--- src/rtl/core_types_pkg.sv ---
// Shared core types: branch classes, the BHT EXE-stage bundle
// and the saturating-counter update rule.
package core_types_pkg;

  localparam int BP_XLEN  = 32;
  localparam int BP_IDX_W = 6;
  localparam int BP_CTR_MAX_W = 4;

  typedef enum logic [1:0] {
    BR_NON  = 2'd0,
    BR_JAL  = 2'd1,
    BR_JALR = 2'd2,
    BR_COND = 2'd3
  } branch_type_t;

  typedef struct packed {
    logic                valid;
    branch_type_t        br_type;
    logic [BP_XLEN-1:0]  pc;
    logic [BP_XLEN-1:0]  target;
    logic [BP_IDX_W-1:0] idx;
    logic                pred_taken;
  } bp_exe_t;

  // bits is the live counter width; upper bits of ctr are zero
  function automatic logic [BP_CTR_MAX_W-1:0] sat_update(
    input logic [BP_CTR_MAX_W-1:0] ctr,
    input logic                    taken,
    input int unsigned             bits
  );
    logic [BP_CTR_MAX_W-1:0] top;
    top = BP_CTR_MAX_W'((32'd1 << bits) - 32'd1);
    if (taken)
      sat_update = (ctr == top) ? ctr : ctr + 1'b1;
    else
      sat_update = (ctr == '0) ? ctr : ctr - 1'b1;
  endfunction

endpackage

--- src/rtl/branch_predictor_bht_table.sv ---
// Counter table: one combinational read port, one clocked
// saturating up/down update port.
module bht_table
  import core_types_pkg::*;
#(
  parameter int ENTRIES = 64,
  parameter int WIDTH   = 2,
  parameter logic [WIDTH-1:0] RESET_VAL = '0,
  localparam int IDX_W  = $clog2(ENTRIES)
) (
  input  logic             Clock,
  input  logic             nReset,
  input  logic [IDX_W-1:0] rd_idx,
  output logic [WIDTH-1:0] rd_data,
  input  logic             upd_en,
  input  logic [IDX_W-1:0] upd_idx,
  input  logic             upd_taken
);

  logic [WIDTH-1:0] ctr_q [ENTRIES];

  assign rd_data = ctr_q[rd_idx];

  always_ff @(posedge Clock or negedge nReset) begin
    if (!nReset) begin
      for (int i = 0; i < ENTRIES; i++)
        ctr_q[i] <= RESET_VAL;
    end else if (upd_en) begin
      ctr_q[upd_idx] <= WIDTH'(sat_update(
        BP_CTR_MAX_W'(ctr_q[upd_idx]), upd_taken, WIDTH));
    end
  end

endmodule

--- src/rtl/branch_predictor_bht.sv ---
// DEC/EXE branch control with a per-PC saturating-counter BHT,
// EXE resolution, flush/redirect generation and mispredict stats.
module branch_predictor_bht
  import core_types_pkg::*;
#(
  parameter int XLEN        = BP_XLEN,
  parameter int BHT_ENTRIES = 64,
  parameter int CTR_BITS    = 2,
  parameter int IDX_LSB     = 2,
  parameter int STAT_BITS   = 32
) (
  input  logic                 Clock,
  input  logic                 nReset,
  input  logic                 dec_valid,
  input  branch_type_t         dec_type,
  input  logic                 dec_is_load,
  input  logic [XLEN-1:0]      dec_pc,
  input  logic [XLEN-1:0]      dec_target,
  input  logic                 exe_cond_true,
  input  logic [XLEN-1:0]      exe_alu_target,
  output logic                 redirect,
  output logic [XLEN-1:0]      redirect_pc,
  output logic                 flush,
  output logic                 hold,
  output logic                 pred_taken,
  output logic [STAT_BITS-1:0] stat_branches,
  output logic [STAT_BITS-1:0] stat_mispredict
);

  localparam int IDX_W = $clog2(BHT_ENTRIES);
  localparam logic [CTR_BITS-1:0] CTR_INIT =
    CTR_BITS'((1 << (CTR_BITS - 1)) - 1);

  bp_exe_t             exe_q;
  bp_exe_t             exe_d;
  logic [IDX_W-1:0]    dec_idx;
  logic [CTR_BITS-1:0] dec_ctr;
  logic                exe_is_cond;
  logic                exe_is_jalr;
  logic                exe_misp;
  logic [XLEN-1:0]     exe_pc;

  assign dec_idx = dec_pc[IDX_LSB +: IDX_W];

  bht_table #(
    .ENTRIES   (BHT_ENTRIES),
    .WIDTH     (CTR_BITS),
    .RESET_VAL (CTR_INIT)
  ) u_bht (
    .Clock     (Clock),
    .nReset    (nReset),
    .rd_idx    (dec_idx),
    .rd_data   (dec_ctr),
    .upd_en    (exe_is_cond),
    .upd_idx   (IDX_W'(exe_q.idx)),
    .upd_taken (exe_cond_true)
  );

  always_comb begin
    exe_is_cond = exe_q.valid && (exe_q.br_type == BR_COND);
    exe_is_jalr = exe_q.valid && (exe_q.br_type == BR_JALR);
    exe_misp    = exe_is_jalr ||
      (exe_is_cond && (exe_q.pred_taken ^ exe_cond_true));
    if (exe_is_jalr)
      exe_pc = exe_alu_target;
    else if (exe_cond_true)
      exe_pc = XLEN'(exe_q.target);
    else
      exe_pc = XLEN'(exe_q.pc) + XLEN'(4);
  end

  // EXE redirect wins; DEC outputs only when EXE is quiet
  always_comb begin
    redirect    = 1'b0;
    redirect_pc = '0;
    flush       = 1'b0;
    hold        = 1'b0;
    pred_taken  = 1'b0;
    if (exe_misp) begin
      flush       = 1'b1;
      redirect    = 1'b1;
      redirect_pc = exe_pc;
    end else if (dec_valid) begin
      unique case (1'b1)
        (dec_type == BR_COND): begin
          pred_taken = dec_ctr[CTR_BITS-1];
          if (dec_ctr[CTR_BITS-1]) begin
            redirect    = 1'b1;
            redirect_pc = dec_target;
            hold        = 1'b1;
          end
        end
        (dec_type == BR_JAL): begin
          redirect    = 1'b1;
          redirect_pc = dec_target;
          hold        = 1'b1;
        end
        (dec_type == BR_JALR): hold = 1'b1;
        default:               hold = dec_is_load;
      endcase
    end
  end

  always_comb begin
    exe_d            = '0;
    exe_d.valid      = dec_valid && !exe_misp;
    exe_d.br_type    = dec_type;
    exe_d.pc         = BP_XLEN'(dec_pc);
    exe_d.target     = BP_XLEN'(dec_target);
    exe_d.idx        = BP_IDX_W'(dec_idx);
    exe_d.pred_taken = pred_taken;
  end

  always_ff @(posedge Clock or negedge nReset) begin
    if (!nReset) exe_q <= '0;
    else         exe_q <= exe_d;
  end

  always_ff @(posedge Clock or negedge nReset) begin
    if (!nReset) begin
      stat_branches   <= '0;
      stat_mispredict <= '0;
    end else begin
      if ((exe_is_cond || exe_is_jalr) && !(&stat_branches))
        stat_branches <= stat_branches + 1'b1;
      if (exe_misp && !(&stat_mispredict))
        stat_mispredict <= stat_mispredict + 1'b1;
    end
  end

endmodule
--- config.mk ---
export PLATFORM = sky130hd
export DESIGN_NAME = branch_predictor_bht
export DESIGN_NICKNAME = d
export VERILOG_FILES = /design/src/rtl/core_types_pkg.sv /design/src/rtl/branch_predictor_bht_table.sv /design/src/rtl/branch_predictor_bht.sv
export SDC_FILE = /design/constraint.sdc
export NUM_CORES = 1
export LEC_CHECK = 0
export ABC_AREA = 1
export CAP_MARGIN = 0
export CORE_ASPECT_RATIO = 0.7
export CORE_MARGIN = 8
export CORE_UTILIZATION = 56
export CTS_BUF_LIST = sky130_fd_sc_hd__clkbuf_4 sky130_fd_sc_hd__clkbuf_8
export DETAILED_ROUTE_END_ITERATION = 6
export HOLD_SLACK_MARGIN = 0.1
export PLACE_DENSITY = 0.84
export SLEW_MARGIN = 20
export SYNTH_ARGS = -nofsm -noshare
export SYNTH_HDL_FRONTEND = slang
export SYNTH_SLANG_ARGS = --single-unit
--- constraint.sdc ---
create_clock -name Clock -period 2.6 [get_ports Clock]
set_input_delay 0.26 -clock Clock [delete_from_list [all_inputs] [get_ports Clock]]
set_output_delay 0.26 -clock Clock [all_outputs]
set_load 0.1 [all_outputs]
# Yosys cells after proc, flatten, opt, wreduce, memory -nomap -nowiden
# Index checks and enable logic that the tools add are counted.
[word_totals]
register_bits = 266
output_inout_bits = 100
word_cells = 135
inputBits = 103
[op_classes]
magnitude_cmp = 3
bitwise = 3
addsub = 5
eq_ne = 6
muxes = 30
n_reduce_logical = 16
[ops]
columns = ["cell", "count"]
rows = [
  ["$mux 32", 5],
  ["$bwmux 128", 1],
  ["$add 32x1->32 const B", 2],
  ["$pmux 32 s2", 1],
  ["$reduce_and 32->1", 2],
  ["$add 32x3->32 const B", 1],
  ["$bmux 2 s6", 2],
  ["$mux 2", 9],
  ["$ge 7x7->1 const B", 2],
  ["$not 6->7", 2],
  ["$demux 2 s6", 1],
  ["$eq 2x2->1 const B", 5],
  ["$mux 1", 9],
  ["$logic_and 1x1->1", 7],
  ["$lt 7x1->1 const B", 1],
  ["$pmux 1 s2", 2],
  ["$logic_not 1->1", 3],
  ["$add 2x1->2 const B", 1],
  ["$eq 2x1->1 const B", 1],
  ["$logic_not 2->1", 1],
  ["$logic_or 1x1->1", 2],
  ["$reduce_or 2->1", 1],
  ["$sub 2x1->2 const B", 1],
  ["$xor 1x1->1", 1],
]

# Logic depth before layout (Yosys ltp)
[logic_depth]
depth_word = 9
mapped_depth = 19
mapped_depth_nobuf = 15

# Hierarchy
# Synthesis repeated with hierarchy kept, for this count alone.
[hier_totals]
cells_unflattened = 2434
hier_area_um2 = 16021.6
[modules_own_cells]
columns = ["mod", "seq_area_each_um2", "area_each_um2", "cells_per_inst", "n_inst"]
rows = [
  ["bht_table", 3283.1, 8250.4, 1312, 1],
  ["branch_predictor_bht", 3303.2, 7771.2, 1122, 1],
]

# Worst setup path before layout
# No wires, ideal clock.
[synth_path]
path_kind = "input to output"
start = "input exe_cond_true"
end = "output redirect_pc[26]"
path_stages = 7
n_path_buf = 2
setup_slack_ns = -0.462
arrival_ns = 2.802
required_ns = 2.340
path_cell_list = "buf_4 inv_4 or2_2 a31oi_4 clkbuf_1 nand2_1 nand2_1"
[synth_via]
elab_chain_cells = 4
elab_cells_between_ends = 6
cone_classes = "3 x mux; 1 x bitwise; 2 x reduce/logical"
[synth_rtl]
columns = ["element", "line", "source"]
rows = [
  ["start: declaration", "branch_predictor_bht.sv:19", "input logic exe_cond_true,"],
  ["$xor 1x1->1", "branch_predictor_bht.sv:63", "(exe_is_cond && (exe_q.pred_taken ^ exe_cond_true));"],
  ["$logic_and 1x1->1", "branch_predictor_bht.sv:63", ""],
  ["$logic_or 1x1->1", "branch_predictor_bht.sv:62", "exe_misp = exe_is_jalr ||"],
  ["$mux 32 *", "branch_predictor_bht.sv:79", "if (exe_misp) begin"],
  ["end: declaration", "branch_predictor_bht.sv:22", "output logic [XLEN-1:0] redirect_pc,"],
]
# Mark *: on every way between the ends. The rest lies on a longest branch, timed or not.

# Worst setup path after layout
[layout_path]
start = "register u_bht.ctr_q[71] (netlist bit)"
end = "output redirect_pc[14]"
[layout_via]
elab_chain_cells = 7
[layout_rtl]
columns = ["element", "line", "source"]
rows = [
  ["start: declaration", "branch_predictor_bht_table.sv:20", "logic [WIDTH-1:0] ctr_q [ENTRIES];"],
  ["start signal: indexed assignment", "branch_predictor_bht_table.sv:29", "ctr_q[upd_idx] <= WIDTH'(sat_update("],
  ["$bmux 2 s6", "branch_predictor_bht_table.sv:22", "assign rd_data = ctr_q[rd_idx];"],
  ["$mux 2 (not written as such) (2 in a row)", "branch_predictor_bht_table.sv:22", ""],
  ["$mux 32", "branch_predictor_bht.sv:87", "if (dec_ctr[CTR_BITS-1]) begin"],
  ["$pmux 32 s2", "branch_predictor_bht.sv:84", "unique case (1'b1)"],
  ["$mux 32", "branch_predictor_bht.sv:83", "end else if (dec_valid) begin"],
  ["$mux 32", "branch_predictor_bht.sv:79", ""],
]
# Every way passes these cells. The select of a mux whose other input is x is not followed.

==> flow_summary.ini <==
[routing]
detail-route-antenna-nets = 0
vias = 17497
remaining_drc_errors = 0
dr.first_iter.drc_count = 2420
vias_per_cell = 5.807
firstDrtPassIters = 7
wl_per_cell_um = 20.21
wl_um = 60900

[sta]
max_freq_mhz = 352.4
tightest_slew_ps = 849.6
max_slew_margin_pct = 43.30
finalHoldViolations = 0
rsz0062_at_grt = true
setup_violations = 34
period_share_pct = 109.1
maxSlewViolCount = 0
finalCriticalPeriod_ps = 2838
clock-skew-final_ps = 35.05
setup_slack_ps = -237.7

[power_and_ir_drop]
leakage_nw = 10.33
powerDensity_mw_per_mm2 = 562.3
ir_drop_mv = 0.9978

[cts]
clockBufferDepth = 3
cts_buffers = 41
cts.clk_slew.worst_paths_ps = 70
clock_sinks = 260
clock_latency_ps = 580
cts_tree = built
cts_root_buffer = clkbuf_8
cts_htree_levels = 2

[critical_path]
reg2reg_slack_ps = -20
cp-end-kind = primary output
cp_max_fo = 8
crit_slowest_cell = dfrtp_1
crit_type = reg -> out
cp-start-kind = register
path_cells = nand2_1 -> nand3_2 -> nand3_2 -> nand2_1 -> nand2_1 -> nand3_2 -> nand3_2 -> nand2_2 -> nand2_4 -> nand2_8 -> buf_12 -> buf_12 -> nand2_1 -> nand2_2 -> buf_12
critical_path_buf_inv_count = 3
slowest_delay_ps = 440
required_ps = 2340
crit_family = simple AND/OR/NAND/NOR gates
arrival_ps = 2580

[placed_design]
pre_cts_ws_ps = -135.7
gp_congestion = 0.9777
hpwl_um = 39520
numPortBuffers = 202

[grt]
first_global_vias = 16456
grt_pass1_wl_um = 88690
antenna_found_initial = 4
grt.total_usage_pct = 32.69
grt_remaining_overflow = 0
grt_max_degree = 80

[layout]
syn2layout_area_growth_pct = 33.67
layout_commonest_cell = nand2_1
drive_above_1_share_pct = 20.80
final_net_count = 2716
fill_cells = 2030
most-common-layout-cells = 984 x nand2_1, 207 x inv_1, 200 x nand3_1
fin_util_pct = 75.92

[floorplan]
die_area_mm2 = 0.03379
io_pins = 203
num_rows = 51
die_h_um = 156.2
die_x_um = 216.3
start_util_pct = 56.80
core_mm2 = 0.02769

[run_status]
violations = setup timing
status = finished, violations left

[synthesis]
ys_warn_count = 0
synth_top_cell_area_share_pct = 31.18
syn_inst = 2344
synth_nets = 2453
ys_seq_area_share_pct = 41.87
yosys.area.top_type = dfrtp_1
ys_ff_latch = 260
synthTopCellsByArea = dfrtp_1 31%, nand2_1 25%, dfstp_2 11%
synth_cell_types = 34
syn_area_per_cell_um2 = 6.711
synth_area_mm2 = 0.01573

[min_path]
hp-class = in -> reg

[run]
cap_violations = 0
[cell usage after synthesis]
cell type / instances
xnor2_1: 19
o211ai_1: 11
buf_1: 1
o21ai_1: 7
nor2_2: 1
a31oi_4: 1
nor2_8: 1
nor2_1: 175
nand4_1: 23
inv_1: 215
nand3b_1: 11
or2_2: 2
ha_1: 6
o21ai_0: 60
a21oi_1: 12
inv_4: 2
clkbuf_1: 33
nor4_1: 13
dfstp_2: 64
buf_2: 42
buf_4: 8
xor2_1: 46
o221ai_1: 1
nand2_1: 1064
inv_2: 2
a21oi_2: 1
nand3_1: 223
nand2_2: 1
nand2_4: 4
nor3b_1: 2
clkinv_1: 1
buf_6: 15
dfrtp_1: 196
nor3_1: 81
[layer usage]
layer	vias up	global-route usage, %	routed length (um)
li1	7850	-	-
met5	-	0	41
met1	8173	44.09	23270
met3	220	9.797	8348
met4	6	11.50	2363
met2	1248	49.58	26870
[where the power goes]
group          internal (mW)  switching, mW
Clock                   2.17           1.74
Sequential              4.37          0.304
Combinational           1.05           2.18
Total                   7.60           4.23
[worst paths after layout]
path	endpoint	from	depth (start not counted)
min in group asynchronous	u_bht.ctr_q[121]	nReset	2
min reg2reg	u_bht.ctr_q[112]	u_bht.ctr_q[112]	2
max in group asynchronous	u_bht.ctr_q[90]	nReset	3
max reg2reg	u_bht.ctr_q[29]	exe_q[2]	17
max	redirect_pc[14]	u_bht.ctr_q[71]	15
min	exe_q[56]	dec_pc[17]	1
[per-stage QoR]
| step | instance area, um2 | instances | setup TNS [ps] | hold WS, ps | power [mW] |
|---|---|---|---|---|---|
| 5_1_grt | 21020 | 3012 | -11150 | 115.1 | 12.19 |
| 4_1_cts | 20270 | 2982 | -3449 | 102.1 | 11.54 |
| 2_1_floorplan | 15740 | 2344 | 0 | -35.59 | 6.461 |
| 3_5_place_dp | 18590 | 2879 | -3311 | 313.9 | 7.518 |
| 3_3_place_gp | 18590 | 2879 | -2232 | 305.6 | 7.466 |
| 6_report | 21030 | 3013 | -4085 | 119.0 | 11.82 |
[final cells by class]
type / instances / area, um2 / share of cell area, %
Sequential cell: 260 / 6618 / 31.47
Inverter: 220 / 843.3 / 4.011
Clock buffer: 68 / 848.3 / 4.035
Multi-Input combinational cell: 1765 / 8598 / 40.89
Clock inverter: 8 / 71.32 / 0.3392
Timing Repair inverter: 1 / 7.507 / 0.03570
Timing Repair Buffer: 318 / 3571 / 16.98
Antenna cell: 2 / 5.005 / 0.02380
Tap cell: 371 / 464.2 / 2.208
[registers in the layout (all words and copies together), names as in the netlist]
register and count:
u_bht.ctr_q 128, exe_q 68, stat_mispredict 32, stat_branches 32
[logic make-up after synthesis]
family / share of synthesized area, %
AOI/OAI and AO/OA: 3.285
xor gates and xnor gates: 3.619
adders and majority gates: 0.4772
buffers and inverters: 8.885
DFF: 41.87
and+or+nand+nor: 41.86
[repair_timing]
action	4_1_cts	5_1_grt
buffers inserted	23	26
gates cloned	3	5
hold endpoints to repair	68	0
pin swaps	43	68
resized for setup	149	129
hold buffers	1	0
endpoints found under the setup margin	34	155
Note: power is estimated with default switching activity, not from simulation.
